$ cat config.mk
export PLATFORM = sky130hd
export DESIGN_NAME = cdc_fifo_read_ctrl
export DESIGN_NICKNAME = d
export VERILOG_FILES = /design/src/rtl/cdc_fifo_read_ctrl_pkg.sv /design/src/rtl/cdc_fifo_read_ctrl_stream_fifo2.sv /design/src/rtl/cdc_fifo_read_ctrl.sv
export SDC_FILE = /design/constraint.sdc
export NUM_CORES = 1
export LEC_CHECK = 0
export CAP_MARGIN = 20
export CORE_MARGIN = 4
export CORE_UTILIZATION = 52
export CTS_CLUSTER_SIZE = 16
export DETAILED_ROUTE_END_ITERATION = 8
export PLACE_DENSITY = 0.79
export SLEW_MARGIN = 20
export SYNTH_ARGS = -nofsm -noshare
export SYNTH_HDL_FRONTEND = slang
export SYNTH_HIERARCHICAL = 1
export SYNTH_SLANG_ARGS = --single-unit
export TNS_END_PERCENT = 100
$ cat constraint.sdc
create_clock -name clk -period 2.8 [get_ports clk]
set_input_delay 0.28 -clock clk [delete_from_list [all_inputs] [get_ports clk]]
set_output_delay 0.28 -clock clk [all_outputs]
set_load 0.02 [all_outputs]
$ cat src/rtl/cdc_fifo_read_ctrl_pkg.sv
// Shared types and constants for the CDC FIFO read-side sequencer.
// Holds FSM state encoding and output buffer sizing.
package cdc_fifo_read_ctrl_pkg;

  typedef enum logic {
    ST_RUN   = 1'b0,
    ST_FLUSH = 1'b1
  } state_t;

  localparam int BUF_DEPTH = 2;
  localparam int OCC_WIDTH = 2;

endpackage

$ cat src/rtl/cdc_fifo_read_ctrl_stream_fifo2.sv
// stream_fifo2: 2-entry registered FIFO buffering captured words.
// Ports: clk, reset, clear, wr/wdata in, rd/rdata out, count, valid.
module stream_fifo2
  import cdc_fifo_read_ctrl_pkg::*;
#(
  parameter int DATA_WIDTH = 8
) (
  input  logic                  clk,
  input  logic                  reset,
  input  logic                  clear,
  input  logic                  wr,
  input  logic [DATA_WIDTH-1:0] wdata,
  input  logic                  rd,
  output logic [DATA_WIDTH-1:0] rdata,
  output logic [OCC_WIDTH-1:0]  count,
  output logic                  valid
);

  logic [DATA_WIDTH-1:0] r_mem [BUF_DEPTH];
  logic                  r_wptr;
  logic                  r_rptr;
  logic [OCC_WIDTH-1:0]  r_count;
  logic                  w_rd;

  assign w_rd  = rd & (r_count != '0);
  assign rdata = r_mem[r_rptr];
  assign count = r_count;
  assign valid = (r_count != '0);

  always_ff @(posedge clk) begin
    if (reset) begin
      for (int i = 0; i < BUF_DEPTH; i++) begin
        r_mem[i] <= '0;
      end
      r_wptr  <= 1'b0;
      r_rptr  <= 1'b0;
      r_count <= '0;
    end else if (clear) begin
      r_wptr  <= 1'b0;
      r_rptr  <= 1'b0;
      r_count <= '0;
    end else begin
      if (wr) begin
        r_mem[r_wptr] <= wdata;
        r_wptr        <= ~r_wptr;
      end
      if (w_rd) begin
        r_rptr <= ~r_rptr;
      end
      r_count <= r_count
               + OCC_WIDTH'(wr)
               - OCC_WIDTH'(w_rd);
    end
  end

endmodule

$ cat src/rtl/cdc_fifo_read_ctrl.sv
// Read-side sequencer: pops the CDC FIFO, absorbs its 1-cycle RAM
// latency, and emits a valid/ready stream with burst last framing.
// Ports: clk/reset; fifo_data/fifo_empty/fifo_req (FIFO pop side);
// enable/flush control; m_data/m_valid/m_ready/m_last stream; busy.
module cdc_fifo_read_ctrl
  import cdc_fifo_read_ctrl_pkg::*;
#(
  parameter int DATA_WIDTH  = 8,
  parameter int BURST_LEN   = 16,
  parameter int BURST_WIDTH = 8
) (
  input  logic                  clk,
  input  logic                  reset,
  input  logic [DATA_WIDTH-1:0] fifo_data,
  input  logic                  fifo_empty,
  output logic                  fifo_req,
  input  logic                  enable,
  input  logic                  flush,
  output logic [DATA_WIDTH-1:0] m_data,
  output logic                  m_valid,
  input  logic                  m_ready,
  output logic                  m_last,
  output logic                  busy
);

  localparam logic [BURST_WIDTH-1:0] LP_LAST =
    BURST_WIDTH'(BURST_LEN - 1);

  state_t                 r_state;
  state_t                 w_state_nxt;
  logic                   r_inflight;
  logic [BURST_WIDTH-1:0] r_burst_cnt;

  logic [OCC_WIDTH-1:0]   w_occ;
  logic                   w_buf_valid;
  logic                   w_hs;
  logic                   w_req;
  logic                   w_wr;
  logic                   w_clear;
  logic                   w_accept;
  logic [2:0]             w_credit;

  stream_fifo2 #(
    .DATA_WIDTH (DATA_WIDTH)
  ) u_buf (
    .clk   (clk),
    .reset (reset),
    .clear (w_clear),
    .wr    (w_wr),
    .wdata (fifo_data),
    .rd    (w_hs),
    .rdata (m_data),
    .count (w_occ),
    .valid (w_buf_valid)
  );

  assign m_valid = w_buf_valid;
  assign w_hs    = w_buf_valid & m_ready;
  assign m_last  = w_buf_valid & (r_burst_cnt == LP_LAST);

  // Slots already committed after this cycle's consumer pop.
  assign w_credit = {1'b0, w_occ}
                  + {2'b00, r_inflight}
                  - {2'b00, w_hs};

  // Gated by reset so no word is popped and then forgotten.
  assign fifo_req = w_req & ~reset;
  assign w_accept = fifo_req & ~fifo_empty;

  assign busy = w_buf_valid
              | r_inflight
              | (r_state == ST_FLUSH);

  always_comb begin
    w_state_nxt = r_state;
    w_req       = 1'b0;
    w_wr        = 1'b0;
    w_clear     = 1'b0;
    unique case (r_state)
      ST_RUN: begin
        w_req = enable & ~fifo_empty
              & (w_credit < 3'd2);
        w_wr  = r_inflight;
        if (flush) begin
          // Clear wins over this edge's capture.
          w_clear     = 1'b1;
          w_state_nxt = ST_FLUSH;
        end
      end
      ST_FLUSH: begin
        // Stay until the last in-flight word lands and is dropped.
        w_clear = 1'b1;
        if (!r_inflight) begin
          w_state_nxt = ST_RUN;
        end
      end
      default: begin
        w_state_nxt = ST_RUN;
      end
    endcase
  end

  always_ff @(posedge clk) begin
    if (reset) begin
      r_state     <= ST_RUN;
      r_inflight  <= 1'b0;
      r_burst_cnt <= '0;
    end else begin
      r_state    <= w_state_nxt;
      r_inflight <= w_accept;
      if (w_clear) begin
        r_burst_cnt <= '0;
      end else if (w_hs) begin
        if (m_last) begin
          r_burst_cnt <= '0;
        end else begin
          r_burst_cnt <= r_burst_cnt + BURST_WIDTH'(1);
        end
      end
    end
  end

endmodule
# [Word level (Yosys, flattened, before mapping)]
# Memories as Yosys holds them, arrays and structs flattened. A register that Yosys moved wholly into a read port is not among the register bits.
# Cells that the tools add are included.
[totals] register_bits=14 ramBits=16 input_bits=14 output_inout_bits=12 elab_cells=49 memories=1
[classes] add_sub_neg=5 magnitude_cmp=1 eq_ne=1 muxes=18 bitwise_logic=14 reduce_logical=3
[mem_list] memory="u_buf.r_mem" words=2 word_bits=8 rd=1 rd_ports_with_merged_regs=1 write_ports=2 line="cdc_fifo_read_ctrl_stream_fifo2.sv:19" text="logic [DATA_WIDTH-1:0] r_mem [BUF_DEPTH];"
[op_table] cell="8-bit 2-to-1 mux" count=2
[op_table] cell="1-bit 2-to-1 mux" count=14
[op_table] cell="8-bit by 1-bit adder with 8-bit output, second input constant" count=1
[op_table] cell="8-bit by 4-bit equality test with 1-bit output, second input constant" count=1
[op_table] cell="8-bit OR reduction" count=1
[op_table] cell="1-bit AND" count=7
[op_table] cell="1-bit NOT" count=5
[op_table] cell="1-bit case mux with 2 select lines" count=2
[op_table] cell="2-bit by 1-bit adder with 3-bit output" count=1
[op_table] cell="3-bit by 2-bit less-than comparator with 1-bit output, second input constant" count=1
[op_table] cell="3-bit by 1-bit subtractor with 3-bit output" count=1
[op_table] cell="2-bit by 1-bit adder with 2-bit output" count=1
[op_table] cell="1-bit OR" count=2
[op_table] cell="2-bit nonzero test" count=1
[op_table] cell="2-bit OR reduction" count=1
[op_table] cell="2-bit by 1-bit subtractor with 2-bit output" count=1

# [Longest topological paths before layout]
# Gate-level depths: netlist of run 1.
[logic_depth] depth_word=8 depth_mapped=9 ltp_nobuf=9

# [Hierarchy]
# The synthesis of run 1 kept the hierarchy.
[by_module_without_submodules] mod="stream_fifo2" n_inst=1 cells_per_inst=69 area_each_um2=970.9 seq_area_each_um2=580.6
[by_module_without_submodules] mod="cdc_fifo_read_ctrl" n_inst=1 cells_per_inst=63 area_each_um2=553.0 seq_area_each_um2=200.2

# [Worst setup path after synthesis of run 1]
# Ideal clock, no wire load.
[synth_path] kind="reg-to-output" from="register u_buf.r_count[1], in the netlist u_buf/count[1]" to="output fifo_req" t_arrival_ns=2.375 t_required_ns=2.520 setup_slack_ns=0.145 stages_incl_launch_ff=9 path_buffers=0 path_cell_list="dfxtp_1 -> or2_2 -> nand2_1 -> inv_1 -> ha_1 -> nand2b_1 -> fa_1 -> xor2_1 -> nor3_1"
[synth_between] elab_chain_cells=7 word_cells_on_any_way=8 classes_between="add/sub: 2; order compare: 1; mux: 1; bitwise: 3; reduce/logical: 1"
[synth_lines] item="start: declaration" line="cdc_fifo_read_ctrl_stream_fifo2.sv:22" text="logic [OCC_WIDTH-1:0] r_count;"
[synth_lines] item="start signal: assignment" line="cdc_fifo_read_ctrl_stream_fifo2.sv:50" text="r_count <= r_count"
[synth_lines] item="2-bit nonzero test" line="cdc_fifo_read_ctrl_stream_fifo2.sv:28" text="assign valid = (r_count != '0);"
[synth_lines] item="via m_valid" line="cdc_fifo_read_ctrl.sv:20" text="output logic m_valid,"
[synth_lines] item="1-bit AND" line="cdc_fifo_read_ctrl.sv:58" text="assign w_hs = w_buf_valid & m_ready;"
[synth_lines] item="via w_hs" line="cdc_fifo_read_ctrl.sv:36" text="logic w_hs;"
[synth_lines] item="3-bit by 1-bit subtractor with 3-bit output" line="cdc_fifo_read_ctrl.sv:64" text="- {2'b00, w_hs};"
[synth_lines] item="3-bit by 2-bit less-than comparator with 1-bit output" line="cdc_fifo_read_ctrl.sv:82" text="& (w_credit < 3'd2);"
[synth_lines] item="1-bit AND" line="cdc_fifo_read_ctrl.sv:82"
[synth_lines] item="1-bit 2-to-1 mux" line="cdc_fifo_read_ctrl.sv:79" text="unique case (r_state)"
[synth_lines] item="1-bit AND" line="cdc_fifo_read_ctrl.sv:67" text="assign fifo_req = w_req & ~reset;"
[synth_lines] item="end: declaration" line="cdc_fifo_read_ctrl.sv:16" text="output logic fifo_req,"
# The timed path passes the listed nets, and every way through them passes these cells.

# [Worst setup path in the final report of run 1]
[layout_path] from="register u_buf.r_count[1], in the netlist u_buf/count[1]" to="output fifo_req"
[layout_between] elab_chain_cells=7 word_cells_on_any_way=8 classes_between="add/sub: 2; order compare: 1; mux: 1; bitwise: 3; reduce/logical: 1"
[layout_lines] item="2-bit nonzero test" line="cdc_fifo_read_ctrl_stream_fifo2.sv:28"
[layout_lines] item="1-bit AND" line="cdc_fifo_read_ctrl.sv:58"
[layout_lines] item="via w_hs" line="cdc_fifo_read_ctrl.sv:36"
[layout_lines] item="3-bit by 1-bit subtractor with 3-bit output" line="cdc_fifo_read_ctrl.sv:64"
[layout_lines] item="3-bit by 2-bit less-than comparator with 1-bit output" line="cdc_fifo_read_ctrl.sv:82"
[layout_lines] item="1-bit AND" line="cdc_fifo_read_ctrl.sv:82"
[layout_lines] item="1-bit 2-to-1 mux" line="cdc_fifo_read_ctrl.sv:79"
[layout_lines] item="1-bit AND" line="cdc_fifo_read_ctrl.sv:67"
# The timed path passes the listed nets, and every way through them passes these cells.

==> results of run 1 <==
[area by class of cell]
cell class                 count  share of cell area, %
clock buffer                   5                   1.94
clock inverter                 3                   2.00
inverter                       9                   1.74
multi-input combinational     89                   36.5
sequential                    31                   40.3
tap                           31                   2.00
timing repair buffer          32                   15.5
[layout by cell type (no fill, tap or decap), drive strengths merged, types with 7 or more instances in the layout]
cell	n
and3	16
buf	8
clkdlybuf4s50	24
dfxtp	15
edfxtp	16
inv	9
mux2	10
nor3	7
[worst max path at each step]
stage,startpoint,to,slack (ps),cells past startpoint
finish,u_buf/count[1]$_SDFF_PP0_,fifo_req,150,9
global route,u_buf/count[1]$_SDFF_PP0_,fifo_req,20,9
CTS,u_buf/count[1]$_SDFF_PP0_,fifo_req,80,9
detailed placement,m_ready,fifo_req,-120,9
global placement,m_ready,fifo_req,-80,9
floorplan,u_buf/count[1]$_SDFF_PP0_,fifo_req,140,8
[layer usage]
metal | GRT usage [%] | wire length, um | vias up
li1 | - | - | 557
met1 | 19.1 | 1260 | 534
met2 | 28.4 | 1520 | 39
met3 | 6.31 | 151 | 6
met4 | 7.59 | 54 | 0
met5 | 0 | 0 | -
[where the power goes]
group	switching [W]	internal, W	total (W)	leakage, nW
clock	0.000147	0.000184	0.000331	0.0426
combinational	0.0000429	0.0000448	0.0000877	0.476
sequential	0.00000471	0.000487	0.000492	0.287
[through the flow]
step | total power, W | util [%] | hold WS (ps) | instances
after floorplan | 0.000542 | - | 351 | 132
after global placement | 0.000586 | 66.3 | 468 | 192
after detailed placement | 0.000588 | 66.3 | 484 | 192
after CTS | 0.000917 | 68.9 | 498 | 200
after global routing | 0.000957 | 69.7 | 507 | 200
final | 0.000910 | 69.7 | 498 | 200
[sequential cells by signal (all words and copies together), names as in the netlist, named ones only]
| register | count |
|---|---|
| r_burst_cnt | 8 |
| r_inflight | 1 |
| r_state | 1 |
| u_buf/count | 2 |
| u_buf/r_mem | 16 |
| u_buf/r_rptr | 1 |
| u_buf/r_wptr | 1 |
[repair_timing]
item | CTS | global route
pin swaps | 0 | 1
resized for setup | 5 | 6
endpoints found under the setup margin | 1 | 1
endpoints found under the hold margin | 0 | 0
[worst max-delay path, stage by stage (launching register included)]
cell and delay [ps]:
dfxtp_2 330, or2_2 310, nand2_2 70, inv_1 50
ha_1 260, nand2b_4 140, fa_1 490, nand3_2 90
nor3_2 150, buf_4 160
[kinds of logic after synthesis]
| logic type | after synthesis |
|---|---|
| adders and majority gates | 5 |
| buffers and inverters | 12 |
| DFF | 31 |
| xor gates and xnor gates | 4 |
| muxes | 12 |
| AOI/OAI and AO/OA | 16 |
| and+or+nand+nor | 52 |
==> flow_summary.toml, run 1 <==
[status]
outcome = "completed"

[floorplan]
io_pins = 26
coreArea_um2 = 2780
die_height_um = 62.1
die_w_um = 62.1
initial_utilization_pct = 54.8
die-area_um2 = 3860
num_rows = 19

[detailed_routing]
ant_nets = 0
wl_per_cell_um = 14.9
drt_wl_total_um = 2990
dr.first_iter.drc_count = 35
firstDrtPassIters = 4
drc = 0
vias = 1136
avgViaCountPerCell = 5.68

[critical_path]
cp-start-kind = "register"
crit_path_max_fanout = 2
timing.rr.end = "r_inflight$_SDFF_PP0_"
required_ps = 2520
r2r_start = "u_buf/count[1]$_SDFF_PP0_"
path_class = "register to primary output"
rr_worst_depth = 8
crit_path_end_kind = "primary output"
critPathArrivalTime_ps = 2370
r2r_slack_ps = 840

[logic_synthesis]
synth_top_family_by_area = "simple AND/OR/NAND/NOR gates"
synth_area_um2 = 1520
synth.distinct_cells = 42
synth_simple_gate_area_share_pct = 21.3
yosysSeqAreaShare_pct = 51.2
synth_nets = 151
synth_xor_area_share_pct = 3.20
synth.top_cells.by_area = "edfxtp_1 (32%), dfxtp_1 (20%), mux2_2 (7.4%)"
synthMuxAreaShare_pct = 8.70
synthAdderAreaFrac_pct = 4.60
synth_ff_type = "edfxtp_1"
synth-compound-area-share_pct = 7.39
synth.largest_area_cell = "edfxtp_1"
ys_seq_elements = 31
avgSynthCellArea_um2 = 11.5
synth_common_cells = "edfxtp_1 (16), and3_1 (15), dfxtp_1 (15)"
yosysWarnings = 6
synthArstFlopShare_pct = 0
synth_cells = 132
synth_edf_count = 16
synth.most_common_cell = "edfxtp_1"
netlist.area_leader.share_pct = 31.5

[timing]
fin_crit_sh_pct = 94.5
setup_viol = 0
fmax_ghz = 0.378
tightest_slew_ps = 467
fin_crit_ps = 2650
relSlewSlack_pct = 68.6
rsz0062_at_grt = "no"
tns_ps = 0
skew_ps = 10.7
final-hold-violation-count = 0
setup_slack_ps = 155
finalMaxSlewViolations = 0

[layout]
regArea_um2 = 782
finalInstanceArea_um2 = 1940
final_nets = 187
antennaDiodeCount = 0
fillers = 215
syn2layout_area_growth_pct = 27.3
multi_input_area_um2 = 708
drive_gt1_share_pct = 23.1

[cts]
cts.path.max_buffers = 2
cts_root_buffer = "clkbuf_4"
cts_made_buffers = 5
cts.sinks = 31
cts_tree = "yes"
clock_latency_ps = 320
post_cts_buffers = 0
cts_hold_buf = 0
clk_pin_slew_ps = 90
cts_max_level = 2

[pwr]
p_leak_nw = 0.806
p_per_area_nw_per_um2 = 469
vdd_drop_max_uv = 417

[worst_hold_path]
hold_depth = 2
hold_path.class = "register to register"
hold_end = "r_burst_cnt[7]$_SDFFE_PP0P_"
worstHoldStart = "r_burst_cnt[7]$_SDFFE_PP0P_"

[global_routing]
grt_use_total_pct = 17.0
grt_pass1_wl_um = 5240
grt-ovfl-total = 0
first_global_vias = 1206
antenna_found_initial = 0
grt_max_degree = 18

[placement]
io_buffer_count = 25
dp_slack_ps = -123
postPlaceCellArea_um2 = 1840
dp_hpwl_um = 2270
gp_congestion = 0.779

[job]
cap_violations = 0
Power figures use the tool's default switching activity.
==> inputs of run 2 (changes only) <==
Settings changed: GPL_TIMING_DRIVEN set to 1, SETUP_SLACK_MARGIN set to 0.15, TNS_END_PERCENT 100 to 20.
==> run 2 against run 1 <==
Effect of this change: sequential share of layout area grew 0.25 points; cell area is 0.77% lower; die area stayed put; non-clock buffer count up 1; critical path depth stayed put; clock skew fell by 8.4 ps; core utilization is 0.54 points lower; largest power group unchanged.
==> flow_summary.toml, run 2 (synthesis results as in run 1) <==
[timing]
setup_viol = 0
tightest_slew_ps = 430
fmax_ghz = 0.385
relSlewSlack_pct = 71.1
fin_crit_sh_pct = 92.7
final-hold-violation-count = 0
rsz0062_at_grt = "yes"
skew_ps = 2.38
finalMaxSlewViolations = 0
fin_crit_ps = 2590

[pwr]
p_sw_share_pct = 24.0
p_leak_nw = 0.797
vdd_drop_max_uv = 354
switchingPower_w = 0.000199
pwr-share-seq_pct = 59.3
p_per_area_nw_per_um2 = 431
p_int_w = 0.000631
p_comb_share_pct = 10.8
p_clk_share_pct = 29.9

[cts]
cts_root_buffer = "clkbuf_4"
clk_pin_slew_ps = 90
cts.path.max_buffers = 2
cts_hold_buf = 0
cts_made_buffers = 5
cts.sinks = 31
cts_max_level = 2
cts_tree = "yes"
post_cts_buffers = 0
clock_latency_ps = 330

[layout]
fillers = 212
drive_gt1_share_pct = 22.9
final_nets = 188
finalInstanceArea_um2 = 1920
top_register = "u_buf/r_mem"
final_cell_mix = "clkdlybuf4s50_1 (24), edfxtp_1 (16), dfxtp_1 (15), and3_1 (15), mux2_2 (10)"
mostFrequentLayoutCell = "clkdlybuf4s50_1"
stdcell_count = 201
antennaDiodeCount = 0
largest_reg_flops = 16
syn2layout_area_growth_pct = 26.3

[critical_path]
rr_worst_depth = 9
r2r_start = "u_buf/count[1]$_SDFF_PP0_"
crit_start = "u_buf/count[1]$_SDFF_PP0_"
crit_path_end_kind = "primary output"
cp-start-kind = "register"
timing.rr.end = "r_inflight$_SDFF_PP0_"
cp-endpoint = "fifo_req"
path_class = "register to primary output"
r2r_slack_ps = 730
crit_path_max_fanout = 2
critPathArrivalTime_ps = 2310
required_ps = 2520

[job]
cap_violations = 0

[detailed_routing]
drc = 0
drt_wl_total_um = 3180
vias = 1166
avgViaCountPerCell = 5.80
firstDrtPassIters = 4
dr.first_iter.drc_count = 35
ant_nets = 0
wl_per_cell_um = 15.8

[floorplan]
num_rows = 19
die-area_um2 = 3860
die_w_um = 62.1
io_pins = 26
coreArea_um2 = 2780
initial_utilization_pct = 54.8
die_height_um = 62.1

[placement]
gp_congestion = 0.773
postPlaceCellArea_um2 = 1860
dp_hpwl_um = 2330
io_buffer_count = 25
dpl.cell_count = 193

[global_routing]
first_global_vias = 1183
grt_max_degree = 18
grt_pass1_wl_um = 5510
antenna_found_initial = 0
grt-ovfl-total = 0
grt_use_total_pct = 17.6

[worst_hold_path]
hold_path.class = "register to register"

[status]
outcome = "completed"
[run 2: repair_timing]
action | in CTS | in global routing
setup endpoints to repair | 1 | 1
hold endpoints to repair | 0 | 0
pin swaps | 0 | 0
gates resized for setup | 10 | 0
[run 2: layout make-up]
| class | instances | area [um2] | share of cell area, % |
|---|---|---|---|
| clock buffer | 7 | 45.0 | 2.34 |
| clock inverter | 1 | 5.00 | 0.260 |
| inverter | 9 | 33.8 | 1.76 |
| multi-input combinational | 89 | 713 | 37.1 |
| sequential | 31 | 781 | 40.6 |
| tap | 31 | 38.8 | 2.02 |
| timing repair buffer | 33 | 308 | 16.0 |
[run 2: metal layers]
layer  vias to the layer above  GRT usage [%]  wire length [um]
li1                        558              -                 -
met1                       558           21.5              1310
met2                        41           28.1              1590
met3                         9           5.95               206
met4                         0           7.59                64
met5                         -              0                 0
[run 2: worst max-delay path, cell delays in order (launching register included)]
cell      delay, ps
dfxtp_1         330
or2_4           250
nand2_2          60
inv_1            60
ha_1            270
nand2b_4        140
fa_2            530
nand3_2          80
nor3_2          100
buf_4           160
[run 2: metrics by stage]
stage / hold slack (ps) / TNS [ps] / setup WS, ps / power, W / utilization [%]
2_1_floorplan: 351 / 0 / 304 / 0.000542 / -
3_3_place_gp: 467 / -60.0 / -60.0 / 0.000587 / 66.8
3_5_place_dp: 505 / -108 / -108 / 0.000591 / 66.8
4_1_cts: 516 / 0 / 203 / 0.000838 / 69.2
5_1_grt: 549 / 0 / 99.7 / 0.000864 / 69.2
6_report: 525 / 0 / 206 / 0.000830 / 69.2
[run 2: how the worst min path moves through the flow]
stage	start	endpoint	slack, ps	cells after the start
6_report	r_burst_cnt[6]$_SDFFE_PP0P_	r_burst_cnt[6]$_SDFFE_PP0P_	530	2
5_1_grt	r_burst_cnt[6]$_SDFFE_PP0P_	r_burst_cnt[6]$_SDFFE_PP0P_	550	2
4_1_cts	r_burst_cnt[6]$_SDFFE_PP0P_	r_burst_cnt[6]$_SDFFE_PP0P_	520	2
3_5_place_dp	r_burst_cnt[6]$_SDFFE_PP0P_	r_burst_cnt[6]$_SDFFE_PP0P_	500	2
3_3_place_gp	r_burst_cnt[7]$_SDFFE_PP0P_	r_burst_cnt[7]$_SDFFE_PP0P_	470	2
2_1_floorplan	reset	u_buf/count[1]$_SDFF_PP0_	350	1
[run 2: power groups by stage]
| stage | sequential (W) | clock [W] | combinational [W] |
|---|---|---|---|
| after global placement | 0.000501 | 0 | 0.0000862 |
| after detailed placement | 0.000502 | 0 | 0.0000891 |
| after CTS | 0.000492 | 0.000255 | 0.0000908 |
| after floorplan | 0.000501 | 0 | 0.0000415 |
| after global routing | 0.000493 | 0.000273 | 0.0000976 |
| final | 0.000492 | 0.000248 | 0.0000898 |
